===== config.mk =====
export PLATFORM = sky130hd
export DESIGN_NAME = anti_theft_fsm_flat
export DESIGN_NICKNAME = d
export VERILOG_FILES = /design/src/rtl/anti_theft_fsm_if.sv /design/src/rtl/anti_theft_fsm.sv /design/src/flat_wrapper.sv
export SDC_FILE = /design/constraint.sdc
export NUM_CORES = 1
export LEC_CHECK = 0
export CORE_MARGIN = 2
export CORE_UTILIZATION = 41
export CTS_CLUSTER_DIAMETER = 80
export DETAILED_ROUTE_END_ITERATION = 8
export PLACE_DENSITY = 0.83
export SLEW_MARGIN = 5
export SYNTH_ARGS = -nofsm -noshare
export SYNTH_HDL_FRONTEND = slang
export SYNTH_SLANG_ARGS = --single-unit

===== constraint.sdc =====
create_clock -name clock -period 2.1 [get_ports clock]
set_input_delay 0.21 -clock clock [delete_from_list [all_inputs] [get_ports clock]]
set_output_delay 0.21 -clock clock [all_outputs]
set_load 0.1 [all_outputs]

===== src/rtl/anti_theft_fsm_if.sv =====
// Signal bundle between the anti-theft FSM and its sensors, timer and indicators.
// Ports: ignition/driver/passenger/reprogram/expired toward the FSM;
//        status/siren/startTimer/interval/state/nextState from the FSM.
interface anti_theft_fsm_if;
    logic       ignition;
    logic       driver;
    logic       passenger;
    logic       reprogram;
    logic       expired;
    logic       status;
    logic       siren;
    logic       startTimer;
    logic [1:0] interval;
    logic [2:0] state;
    logic [2:0] nextState;

    // Sensor / timer side: drives the inputs and observes the FSM outputs.
    modport master (
        output ignition, driver, passenger, reprogram, expired,
        input  status, siren, startTimer, interval, state, nextState
    );

    // FSM side.
    modport slave (
        input  ignition, driver, passenger, reprogram, expired,
        output status, siren, startTimer, interval, state, nextState
    );
endinterface


===== src/rtl/anti_theft_fsm.sv =====
// Vehicle anti-theft control FSM: arms after doors close, counts down on a
// door opening, sounds the siren on timeout, and selects the external timer delay.
// Ports: clock, resetN (async active-low), bus (anti_theft_fsm_if.slave).
// Latency: state registers 1 cycle after input; nextState/startTimer/interval combinational.
// Optional ANTI_THEFT_BLINK_EN: status blinks with BLINK_HALF-cycle half-period in ARMED,
// otherwise status is held at 1 in ARMED.
module anti_theft_fsm #(
    parameter int unsigned BLINK_HALF = 4
) (
    input  logic                 clock,
    input  logic                 resetN,
    anti_theft_fsm_if.slave      bus
);

    if (BLINK_HALF < 1) begin : g_bad_blink_half
        $error("BLINK_HALF must be at least 1");
    end

    typedef enum logic [2:0] {
        ARMED      = 3'd0,
        TRIG_DRV   = 3'd1,
        TRIG_PASS  = 3'd2,
        ALARM      = 3'd3,
        ALARM_HOLD = 3'd4,
        DISARMED   = 3'd5,
        DOOR_OPEN  = 3'd6,
        ARMING     = 3'd7
    } state_t;

    state_t state_q;
    state_t state_d;
    logic   any_door;
    logic   timed_next;
    logic   start_timer;
    logic   blink;

    assign any_door = bus.driver | bus.passenger;

    // State register
    always_ff @(posedge clock or negedge resetN) begin
        if (!resetN) begin
            state_q <= ARMED;
        end else begin
            state_q <= state_d;
        end
    end

    // Next-state logic; priority is reprogram > ignition > door > expired.
    always_comb begin
        state_d = state_q;
        if (bus.reprogram) begin
            state_d = ARMING;
        end else begin
            unique case (state_q)
                ARMED: begin
                    if (bus.ignition)       state_d = DISARMED;
                    else if (bus.driver)    state_d = TRIG_DRV;
                    else if (bus.passenger) state_d = TRIG_PASS;
                end
                TRIG_DRV, TRIG_PASS: begin
                    if (bus.ignition)       state_d = DISARMED;
                    else if (bus.expired)   state_d = ALARM;
                end
                ALARM: begin
                    if (bus.ignition)       state_d = DISARMED;
                    else if (!any_door)     state_d = ALARM_HOLD;
                end
                ALARM_HOLD: begin
                    if (bus.ignition)       state_d = DISARMED;
                    else if (any_door)      state_d = ALARM;
                    else if (bus.expired)   state_d = ARMED;
                end
                DISARMED: begin
                    if (!bus.ignition && bus.driver) state_d = DOOR_OPEN;
                end
                DOOR_OPEN: begin
                    if (bus.ignition)       state_d = DISARMED;
                    else if (!any_door)     state_d = ARMING;
                end
                ARMING: begin
                    if (bus.ignition)       state_d = DISARMED;
                    else if (any_door)      state_d = DOOR_OPEN;
                    else if (bus.expired)   state_d = ARMED;
                end
                default: state_d = ARMED;
            endcase
        end
    end

    // The timer restarts whenever a timed state is entered, or re-entered by
    // reprogram. Expired-driven exits never land in a timed state, so expired
    // is never acted on in a cycle that restarts the timer.
    assign timed_next  = (state_d == TRIG_DRV) || (state_d == TRIG_PASS) ||
                         (state_d == ALARM_HOLD) || (state_d == ARMING);
    assign start_timer = timed_next && ((state_d != state_q) || bus.reprogram);

`ifdef ANTI_THEFT_BLINK_EN
    localparam int unsigned CW = (BLINK_HALF > 1) ? $clog2(BLINK_HALF) : 1;
    logic [CW-1:0] blink_cnt;

    // Held cleared outside ARMED so every entry starts a fresh "on" half-period.
    always_ff @(posedge clock or negedge resetN) begin
        if (!resetN) begin
            blink_cnt <= '0;
            blink     <= 1'b1;
        end else if (state_q != ARMED) begin
            blink_cnt <= '0;
            blink     <= 1'b1;
        end else if (blink_cnt == CW'(BLINK_HALF - 1)) begin
            blink_cnt <= '0;
            blink     <= ~blink;
        end else begin
            blink_cnt <= blink_cnt + 1'b1;
        end
    end
`else
    assign blink = 1'b1;
`endif

    // Outputs
    always_comb begin
        state_t sel;
        sel = start_timer ? state_d : state_q;
        bus.interval = 2'b00;
        unique case (sel)
            TRIG_DRV:   bus.interval = 2'b01;
            TRIG_PASS:  bus.interval = 2'b10;
            ALARM_HOLD: bus.interval = 2'b11;
            default:    bus.interval = 2'b00;
        endcase
    end

    assign bus.status     = (state_q == TRIG_DRV) || (state_q == TRIG_PASS) ||
                            ((state_q == ARMED) && blink);
    assign bus.siren      = (state_q == ALARM) || (state_q == ALARM_HOLD);
    assign bus.startTimer = start_timer;
    assign bus.state      = state_q;
    assign bus.nextState  = state_d;

endmodule


===== src/flat_wrapper.sv =====
// flat-port wrapper written by rule: the top's interface ports become plain ports
module anti_theft_fsm_flat 
#(
    parameter int unsigned BLINK_HALF = 4
)
  (clock, resetN, bus_ignition, bus_driver, bus_passenger, bus_reprogram, bus_expired, bus_status, bus_siren, bus_startTimer, bus_interval, bus_state, bus_nextState);
  anti_theft_fsm_if bus_i ();
  input  logic clock;
  input  logic resetN;
  input wire logic [$bits(bus_i.ignition)-1:0] bus_ignition;
  input wire logic [$bits(bus_i.driver)-1:0] bus_driver;
  input wire logic [$bits(bus_i.passenger)-1:0] bus_passenger;
  input wire logic [$bits(bus_i.reprogram)-1:0] bus_reprogram;
  input wire logic [$bits(bus_i.expired)-1:0] bus_expired;
  output wire logic [$bits(bus_i.status)-1:0] bus_status;
  output wire logic [$bits(bus_i.siren)-1:0] bus_siren;
  output wire logic [$bits(bus_i.startTimer)-1:0] bus_startTimer;
  output wire logic [$bits(bus_i.interval)-1:0] bus_interval;
  output wire logic [$bits(bus_i.state)-1:0] bus_state;
  output wire logic [$bits(bus_i.nextState)-1:0] bus_nextState;
  assign bus_i.ignition = bus_ignition;
  assign bus_i.driver = bus_driver;
  assign bus_i.passenger = bus_passenger;
  assign bus_i.reprogram = bus_reprogram;
  assign bus_i.expired = bus_expired;
  assign bus_status = bus_i.status;
  assign bus_siren = bus_i.siren;
  assign bus_startTimer = bus_i.startTimer;
  assign bus_interval = bus_i.interval;
  assign bus_state = bus_i.state;
  assign bus_nextState = bus_i.nextState;
  anti_theft_fsm #(.BLINK_HALF(BLINK_HALF)) u_core (.clock(clock), .resetN(resetN), .bus(bus_i));
endmodule

==> results by stage, run 1 <==
Outcome:
- The flow did not finish.
- The stage where the run came to a stop is 4_1_cts.
- The first error in the log reads "[ERROR DPL-0033] detailed placement checks failed during check placement".

Clock network:
- The number of hold buffers added after CTS was 0.
- In this run the number of H-tree levels came out at 1.
- The clock sink count is 3.
- In this run the deepest clock path goes through 2 buffers.
- The tree is rooted in a clkbuf_4.
- The buffers inserted during post-CTS setup optimization is 10.
- The CTS buffer count is 3.
- The number of gates resized after CTS was 26.

Logic synthesis:
- The commonest register cell after synthesis is dfrtp_1.
- Of the total synthesized cell area, the portion taken by full adders, half adders and majority gates is 0.
- The number of library cell types mapped by synthesis is 44.
- In this run, synthesis inferred 0 flip-flops with an integrated enable.
- Summed over all instances, the cell type with the most area after synthesis is dfrtp_1.
- Of the total synthesized cell area, the portion taken by AND, OR, NAND and NOR gates is 0.294.
- Counting flops with an async set or reset pin after synthesis yields a share of 1.00.
- After synthesis the cells add up to just over 600 µm².
- The area fraction in compound gates after synthesis is 0.427.
- The area share of the largest cell type after synthesis is 0.122.
- Averaged over all synthesized cells, the footprint is 7.66 µm².
- The largest family of logic cells by synthesized area is compound AO/OA/AOI/OAI gates.
- The post-synthesis sequential element count is 3.
- The count of yosys warnings during synthesis is 0.
- Measured against the total synthesized area, the mux share comes to 0.
- In the post-synthesis netlist, the cell with the most instances is nand2_1.
- Sorting the synthesized cells by area gives the leading types as dfrtp_1 12%, nand2_1 6.1%, buf_6 5.5%, a21oi_1 4.9%, nor2_1 4.9%.
- The share of the Yosys chip area taken by registers is 0.122.
- Of the total synthesized cell area, the portion taken by XOR and XNOR cells is 0.0429.
- The net count after synthesis is 87.
- The synthesized instance count is 80.
- After synthesis, the most frequently instantiated cells are 10 x nand2_1, 8 x nor2_1, 6 x a21oi_1.

Place:
- The detailed-placement wirelength estimate is between 1.5 and 2 mm.
- The instance area after placement is 0.00110 mm².
- The last weighted congestion value of the routability-driven placer is 0.875.
- The count of buffers added on input and output ports is 17.

Floorplanning:
- The row count is 13.
- For this configuration, the core starts out at a cell density of 0.454.
- The floorplan die height is 42.7 µm.
- The number of I/O pins is 18.
- In this run the horizontal extent of the chip is 42.7 µm.
-- metrics by stage --
step                      worst slack, ns  instances
after global placement             -0.638        132
after detailed placement           -0.673        132
after floorplan                     -1.47         80
-- logic make-up after synthesis --
| logic type | after synthesis |
|---|---|
| and+or+nand+nor | 31 |
| xor gates and xnor gates | 3 |
| AOI/OAI and AO/OA | 32 |
| DFF | 3 |
| buffers and inverters | 11 |
==> run 2, diff against run 1 <==
--- a/config.mk
+++ b/config.mk
@@ -5,11 +5,10 @@
 export SDC_FILE = /design/constraint.sdc
 export NUM_CORES = 1
 export LEC_CHECK = 0
-export CORE_MARGIN = 2
-export CORE_UTILIZATION = 41
-export CTS_CLUSTER_DIAMETER = 80
+export CORE_AREA = 2 2 63 65
 export DETAILED_ROUTE_END_ITERATION = 8
-export PLACE_DENSITY = 0.83
+export DIE_AREA = 0 0 65 67
+export PLACE_DENSITY_LB_ADDON = 0.15
 export SLEW_MARGIN = 5
 export SYNTH_ARGS = -nofsm -noshare
 export SYNTH_HDL_FRONTEND = slang
==> constraint.sdc (replaced) <==
create_clock -name clock -period 2.7 [get_ports clock]
set_input_delay 0.27 -clock clock [delete_from_list [all_inputs] [get_ports clock]]
set_output_delay 0.27 -clock clock [all_outputs]
set_load 0.1 [all_outputs]
==> run 2 against run 1 <==
Effect of this change: the flow now finishes, with violations (negative setup slack); synthesized cell count unchanged; synthesized area stayed put.
==> results by stage, run 2 <==
GRT:
- Across every metal layer, demand over resource in global routing totals 0.120.
- The aggregate global routing overflow is 0.
- Entering global routing, the biggest net connects 14 pins.
- The number of global-route vias before repair was 827.
- The initial antenna violation count came to 0.
- The global-route wire length before repair is 4.03 mm.

Worst setup path:
- The worst setup path is of the reg2out kind.
- The signal on the critical path passes through and2b_1 -> nor3_2 -> a211oi_2 -> nor3_4 -> bufinv_8 -> o31ai_4 -> xnor2_2 -> a211oi_4 -> buf_12.
- In this run the register-to-register setup slack is 0.80 ns.
- The type of destination of the critical path is an output port.
- The kind of cell adding the most delay to the critical path is compound AO/OA/AOI/OAI gates.
- The slowest stage of the critical path is the dfrtp_4 cell.
- At the worst endpoint, the required time is 2.43 ns.
- The largest single stage delay on the critical path is 0.51 ns.
- The cell depth of the worst flop-to-flop path is 8.
- Of all nets on the critical path, the largest fanout is 9.
- The worst setup path is launched from a flop.
- The buffer and inverter count on the worst path is 2.
- The startpoint identified for the worst register-to-register timing path is u_core.bus.state[0]$_DFF_PN0_.
- In this run the critical register-to-register path is captured at u_core.bus.state[0]$_DFF_PN0_.
- The data arrival time of the worst path is 2.49 ns.

Route:
- The number of design-rule violations left by the first detailed-router iteration is 42.
- The DRC violation count after routing is 0.
- In the final routed layout, each cell accounts on average for about 13 µm.
- The count of vias placed by the detailed router is 809.
- The first detailed-routing pass ran for 4 iterations.
- The count of nets left with antenna violations once routing finished came out at 0.
- For this block, the routed nets add up to 2.31 mm of wire.
- Using the TritonRoute via totals, the vias-per-cell ratio works out to approximately 4.6.

Cells and area:
- In the layout the commonest cells are 34 x buf_4, 10 x nand2_1, 7 x nor2_1, 6 x buf_12, 5 x a21oi_1.
- The library cell used most frequently in the layout, excluding fill and tap cells, is buf_4.
- The post-layout net count is 137.
- The number of fillers in the final layout is 386.
- The finished layout cell area is around 0.0013 mm².
- The number of inserted diodes is 0.
- In the final layout, the share of cells above drive strength 1 is 0.605.
- The register with the most flip-flops in the layout has 3 of them.
- Compared with the post-synthesis result, the final layout area differs by 115%.

Floorplanning:
- The die covers 0.00436 mm².
- The core region is 0.00361 mm².
- The die extent in x is 65 µm.
- For this configuration, the core starts out at a cell density of 0.170.
- In this run the core area contains 22 standard-cell rows.
- The floorplan die height is 67 µm.
- In this run the count of I/O pins placed on the die edge is 18.

Clock network:
- TritonCTS built the clock tree.
- The cell sitting at the root of the clock tree is a clkbuf_8.
- The maximum count of clock buffers along a single path is 2.
- Clock tree synthesis found a total of 3 sinks.
- After clock tree synthesis, the flow added hold-fix buffers numbering 0.
- The CTS buffer count is 3.
- At the later pin of the worst-skew pair, clock insertion delay measures 0.21 ns.
- In this run the number of H-tree levels came out at 1.
- Clock-pin slew was measured on the worst setup and hold paths at 0.03 ns.

Logic synthesis:
- Counting instances in the post-synthesis netlist gives the leading cell types as 10 x nand2_1, 8 x nor2_1, 6 x a21oi_1.
- The synthesized instance count is 80.
- The number of enable flip-flop cells after synthesis is 0.
- Of the post-synthesis cell area, the dominant cell type holds 0.122.
- The net count after synthesis is between 80 and 90.
- The summed instance area of the synthesized netlist is 613 µm².
- The most repeated cell in the gate-level netlist after synthesis is nand2_1.
- After synthesis, the share of flip-flops with an asynchronous set or reset is 1.00.
- The count of yosys warnings during synthesis is 0.
- Of all cell types, the one taking the most synthesized area is dfrtp_1.
- The number of different library cells used by synthesis comes to 44.
- The sequential element share of the synthesized area is 0.122.
- The synthesized design contains 3 register bits.
- The most used flip-flop cell after synthesis is dfrtp_1.
- After synthesis, the cell types taking the most area are dfrtp_1 12%, nand2_1 6.1%, buf_6 5.5%, a21oi_1 4.9%, nor2_1 4.9%.
- The synthesized area per cell is 7.66 µm².

Timing:
- The number of slew-limit violations in the final report was 0.
- The number of hold-slack violations in the final timing report is 0.
- For this run, the top clock speed supported by timing is around 0.36 GHz.
- The worst path in the final design needs a cycle of 2.76 ns, including I/O delays and setup.
- The final cycle utilization of the critical path is 1.02.
- Setup repair after global routing could not meet its margin everywhere.
- The final sum of negative setup slack is -0.117 ns.
- Across the routed clock network, the largest skew measured is 0.00136 ns.
- The relative slew slack is 0.787.
- The worst setup slack after layout is -0.0606 ns.
- The total of endpoints with negative setup slack in the final report is 2.
- At the pin with the least slew margin, the transition time is between 0.3 and 0.4 ns.

Power and ir drop:
- Across the VDD grid, the largest voltage drop is approximately 0.22 mV.
- The leakage power of the design is 0.551 nW.
- Dividing total power by cell area gives a power density of 409 mW/mm².

Place:
- The detailed-placement wirelength estimate is 1.65 mm.
- The instance area after placement is 0.00110 mm².
- The count of buffers added on input and output ports is 17.
- The last weighted congestion value of the routability-driven placer is 0.793.

Outcome:
- The run finished, with violations left.
- The final reports fail on negative setup slack.

Worst hold path:
- The path category of the worst min-delay check is in2async.

Job:
- The max-capacitance violation count is 0.
run 2: cell counts after synthesis:
No cell type changed its count.
run 2: layout make-up:
| type | count | area [µm²] | area share |
|---|---|---|---|
| Multi-Input combinational cell | 66 | 599 | 0.455 |
| Timing Repair Buffer | 51 | 490 | 0.372 |
| Inverter | 5 | 36.3 | 0.0275 |
| Sequential cell | 3 | 86.3 | 0.0655 |
| Tap cell | 48 | 60.1 | 0.0456 |
| Clock buffer | 4 | 45.0 | 0.0342 |
run 2: cell families after synthesis:
family,share of synthesized area
AO/OA/AOI/OAI,0.427
AND/OR/NAND/NOR,0.294
buffers and inverters,0.114
XOR/XNOR,0.0429
flip-flops,0.122
run 2: how the worst max path moves through the flow:
stage	start	end	slack [ns]	cells past startpoint
after floorplan	u_core.bus.state[2]$_DFF_PN0_	bus_interval[0]	-0.93	9
after global placement	bus_driver	bus_interval[1]	-0.19	10
after detailed placement	bus_driver	bus_interval[1]	-0.20	10
after CTS	u_core.bus.state[2]$_DFF_PN0_	bus_interval[1]	-0.1	9
after global routing	u_core.bus.state[2]$_DFF_PN0_	bus_interval[1]	-0.20	9
final	u_core.bus.state[2]$_DFF_PN0_	bus_interval[1]	-0.06	9
run 2: timing repair:
| item | CTS | global route |
|---|---|---|
| endpoints found under the setup margin | 3 | 3 |
| gates resized for setup | 20 | 3 |
| endpoints found under the hold margin | 0 | 0 |
| pin swaps | 12 | 6 |
| setup buffers | 7 | 3 |
run 2: routing by layer:
layer / share of wire / GRT usage
met1: 0.44 / 0.141
met2: 0.52 / 0.218
met3: 0.033 / 0.0152
met4: 0.0065 / 0.0479
met5: 0 / 0
run 2: power by group:
part / total, W / leakage, nW / internal [W] / switching (W)
Combinational: 0.000354 / 0.499 / 0.000143 / 0.000211
Clock: 0.000129 / 0.0228 / 0.000101 / 0.0000287
Sequential: 0.0000557 / 0.0291 / 0.0000508 / 0.00000488
Total: 0.000539 / 0.551 / 0.000295 / 0.000244
run 2: through the flow:
| stage | power, W | hold WS [ns] | instances | setup WS [ns] | util |
|---|---|---|---|---|---|
| after floorplan | 0.000270 | -0.0256 | 80 | -0.932 | - |
| after detailed placement | 0.000375 | 0.462 | 163 | -0.201 | 0.305 |
| after global routing | 0.000567 | 0.232 | 177 | -0.203 | 0.365 |
| final | 0.000539 | 0.235 | 177 | -0.0606 | 0.365 |
| after CTS | 0.000533 | 0.234 | 174 | -0.0981 | 0.354 |
| after global placement | 0.000376 | 0.459 | 163 | -0.193 | 0.305 |
run 2: worst reg2reg max path, delay by kind of cell (launching register included):
family	cells	cell delay (ns)
AOI/OAI and AO/OA	2	0.16
and+or+nand+nor	2	0.65
buffers and inverters	4	0.48
DFF	1	0.48
Note: power is estimated with default switching activity, not from simulation.
==> run 3, diff against run 2 <==
--- a/config.mk
+++ b/config.mk
@@ -5,11 +5,13 @@
 export SDC_FILE = /design/constraint.sdc
 export NUM_CORES = 1
 export LEC_CHECK = 0
+export ABC_CLOCK_PERIOD_IN_PS = 2700
 export CORE_AREA = 2 2 63 65
 export DETAILED_ROUTE_END_ITERATION = 8
 export DIE_AREA = 0 0 65 67
-export PLACE_DENSITY_LB_ADDON = 0.15
+export PLACE_DENSITY = 0.35
 export SLEW_MARGIN = 5
 export SYNTH_ARGS = -nofsm -noshare
 export SYNTH_HDL_FRONTEND = slang
 export SYNTH_SLANG_ARGS = --single-unit
+export TNS_END_PERCENT = 10
==> run 3 against run 2 <==
Effect of this change: highest routed layer unchanged; global-route usage up 0.50 points; clock skew is 0.0010 ns higher; the flow still finishes with violations (negative setup slack); die area is the same; register-to-register slack barely moved; fmax fell by 0.12%; wire length rose by 4.4%; largest cell class unchanged.
==> results by stage, run 3 (synthesized netlist as in run 2, its figures left out) <==
Clock network:
- The count of hold-fix buffers inserted at cts is 0.
- The tree is rooted in a clkbuf_8.
- The maximum count of clock buffers along a single path is 2.
- The clock net in this run drives a total of 3 sinks.
- The clock slew at the register clock pins of the worst setup and hold paths is 0.03 ns.
- The depth of the CTS H-tree is 1.
- Clock tree synthesis inserted a total of 3 buffers.
- The CTS tree is done.
- The clock reaches the later pin of the worst-skew pair after 0.22 ns.

Worst setup path:
- Data arrives at the worst endpoint at 2.49 ns.
- The startpoint of the lowest-slack register-to-register path is u_core.bus.state[0]$_DFF_PN0_.
- The critical path is of the reg2out type.
- The most numerous cell type found on the critical path is o31ai_4.
- Traced cell by cell, the critical path runs through buf_8 -> or4_4 -> o31ai_4 -> a221oi_4 -> a211oi_2 -> o31ai_4 -> buf_4 -> o211ai_1 -> buf_12.
- For the worst flop-to-flop path, the logic depth is 7.
- The slowest stage of the critical path is the or4_4 cell.
- Along the worst path, the maximum fanout reaches 5.
- The number of cells on the critical path is 9.
- In this run the worst setup path begins at u_core.bus.state[0]$_DFF_PN0_.
- The critical path required time is 2.43 ns.
- The delay of the slowest cell on the worst path is 0.54 ns.
- The worst setup path is captured at an output port.
- Grouping stages by cell kind, the critical path spends the most delay in compound AO/OA/AOI/OAI gates.
- The startpoint class of the critical path is a flop.
- Together, buffers and inverters on the worst path number 3.
- The register-to-register path setup slack is 0.81 ns.

Cells and area:
- For this run, the post-layout net count is 143.
- Leaving out fill and tap cells, the most frequent cells in the layout are 38 x buf_4, 9 x nand2_1, 8 x buf_12, 6 x nor2_1, 5 x a21oi_1.
- The fraction of layout instances using a drive strength above 1 is 0.637.
- The number of inserted diodes is 0.
- The flip-flop count of the largest register, all copies and words added is 3.
- The area overhead of the layout relative to synthesis is 131%.
- For this run, the share of the core covered by cells in the final layout is 0.392.
- The combined area of the multi-input logic cells is 616 µm².
- The combined flip-flop and latch cell area is 83.8 µm².
- After filler insertion, the fill cell instance count of the layout stands at 359.
- The most common library cell in the layout ignoring fill and taps is buf_4.
- The finished layout holds 183 standard cells, fillers aside.

Floorplanning:
- The floorplan die height is 67 µm.
- Row generation in the floorplan step produced 22 rows.
- For this configuration, the core starts out at a cell density of 0.170.
- The die area is 0.00436 mm².
- The number of I/O pins is 18.
- The floorplan step set the die width to between 60 and 70 µm.
- The area of the core is around 0.0036 mm².

Worst hold path:
- The path class of the tightest hold or removal check is in2async.

Timing:
- The worst-margin pin slew is 0.287 ns.
- The number of hold-slack violations in the final timing report is 0.
- The worst setup slack after layout is -0.0640 ns.
- Setup violations remaining at the end of the flow were counted as 3.
- The number of slew-limit violations in the final report was 0.
- Static timing analysis puts the maximum clock frequency at roughly 0.36 GHz.
- Between clock sinks in the finished design, the worst skew comes to 0.00241 ns.
- For the finished layout, the period the worst path requires is 2.76 ns.
- Setup repair after global routing could not meet its margin everywhere.
- In this run the tightest slew margin relative to its limit is 0.808.
- Dividing the final minimum period by the clock period gives 1.02.

Power and ir drop:
- The switching power is 0.000255 W.
- The share of total power dissipated in combinational logic is 0.673.
- The cell area power density is 402 mW/mm².
- The net switching share of the total power is 0.448.
- Overall power consumption after layout is estimated at 0.000569 W.
- Cell internal power was estimated by the tool at 0.000314 W.
- Of the total power, the clock network draws 0.232.
- Across the VDD grid, the largest voltage drop is 0.172 mV.
- The part of the power in registers is 0.095.
- The leakage power of the design is 0.606 nW.

Route:
- The detail route stage leaves a number of antenna-violating nets equal to 0.
- The DRC violation count after routing is 0.
- The final layout contains routed wiring with a total length of ~2.4 mm.
- In this run, the number of DRC markers left after iteration 0 of detailed routing was 23.
- The routed layout has around 810 vias.
- The average routed wire per standard cell is 13.2 µm.
- The number of vias per cell after detailed routing is 4.45.
- The number of detailed-routing iterations run before antenna repair is 4.

Place:
- Prior to clock tree synthesis, the placed netlist has a worst setup slack of -0.218 ns.
- In this run the tool buffered the top-level ports with 17 buffer cells.
- Including well taps, the total number of placed cells is 165.
- The last weighted congestion value of the routability-driven placer is 0.757.
- The detailed-placement wirelength estimate is 1.71 mm.

GRT:
- met2 is the most crowded layer.
- The largest net degree at the start of global routing is 14.
- For this run, global-route usage on met2 was measured as 0.207.
- The total global-route track usage is 0.125.
- The global-route wire length before repair is 4.26 mm.
- The number of global-route vias before repair is 860.
- The initial antenna violation count came to 0.
- The aggregate global routing overflow is 0.
- The fraction of met1 tracks used by global routing is 0.165.
- The met3 usage in global routing is 0.0101.

Job:
- Max-cap violations in this run came to 0.

Outcome:
- The checks that failed: negative setup slack.
- The run finished, with violations left.
## run 3: power by group through the flow
| stage | registers [W] | clock network [W] | logic, W |
|---|---|---|---|
| after floorplan | 0.0000783 | 0 | 0.000185 |
| after global placement | 0.0000538 | 0 | 0.000324 |
| after detailed placement | 0.0000539 | 0 | 0.000322 |
| after CTS | 0.0000539 | 0.000135 | 0.000376 |
| after global routing | 0.0000544 | 0.000138 | 0.000403 |
| final | 0.0000539 | 0.000132 | 0.000383 |
## run 3: final cells by class
class	instances	area share
Timing Repair Buffer	57	0.415
Sequential cell	3	0.0592
Multi-Input combinational cell	66	0.435
Tap cell	48	0.0424
Inverter	5	0.0168
Clock buffer	4	0.0318
## run 3: worst reg2reg max path, stage by stage (launching register included)
cell and delay [ns]:
dfrtp_4 0.49, buf_8 0.14, or4_4 0.54, o31ai_4 0.09, a221oi_4 0.07, nor2_2 0.21, buf_4 0.17, inv_1 0.07
## run 3: final timing paths
check                                                endpoint
worst max-delay path                          bus_interval[0]
worst min register to register  u_core.bus.state[2]$_DFF_PN0_
max in group asynchronous       u_core.bus.state[0]$_DFF_PN0_
worst max register to register  u_core.bus.state[0]$_DFF_PN0_
worst min-delay path            u_core.bus.state[2]$_DFF_PN0_
min in group clock              u_core.bus.state[2]$_DFF_PN0_
## run 3: stage by stage
stage	TNS, ns	hold slack [ns]	instance area [µm²]
after floorplan	-2.60	-0.0256	671
after global placement	-0.392	0.459	1100
after detailed placement	-0.407	0.465	1100
after CTS	-0.234	0.236	1390
after global routing	-0.496	0.251	1420
final	-0.171	0.234	1420
## run 3: timing repair
item	4_1_cts	5_1_grt
endpoints found under the setup margin	3	3
gates resized for setup	22	6
setup buffers	13	0
pin swaps	14	9
gates cloned	1	0
## run 3: per-layer routing
| metal | vias to the layer above | wire length, µm |
|---|---|---|
| met5 | - | 0 |
| met4 | 0 | 33 |
| met3 | 4 | 74 |
| met2 | 18 | 1180 |
| met1 | 382 | 1120 |
| li1 | 410 | - |
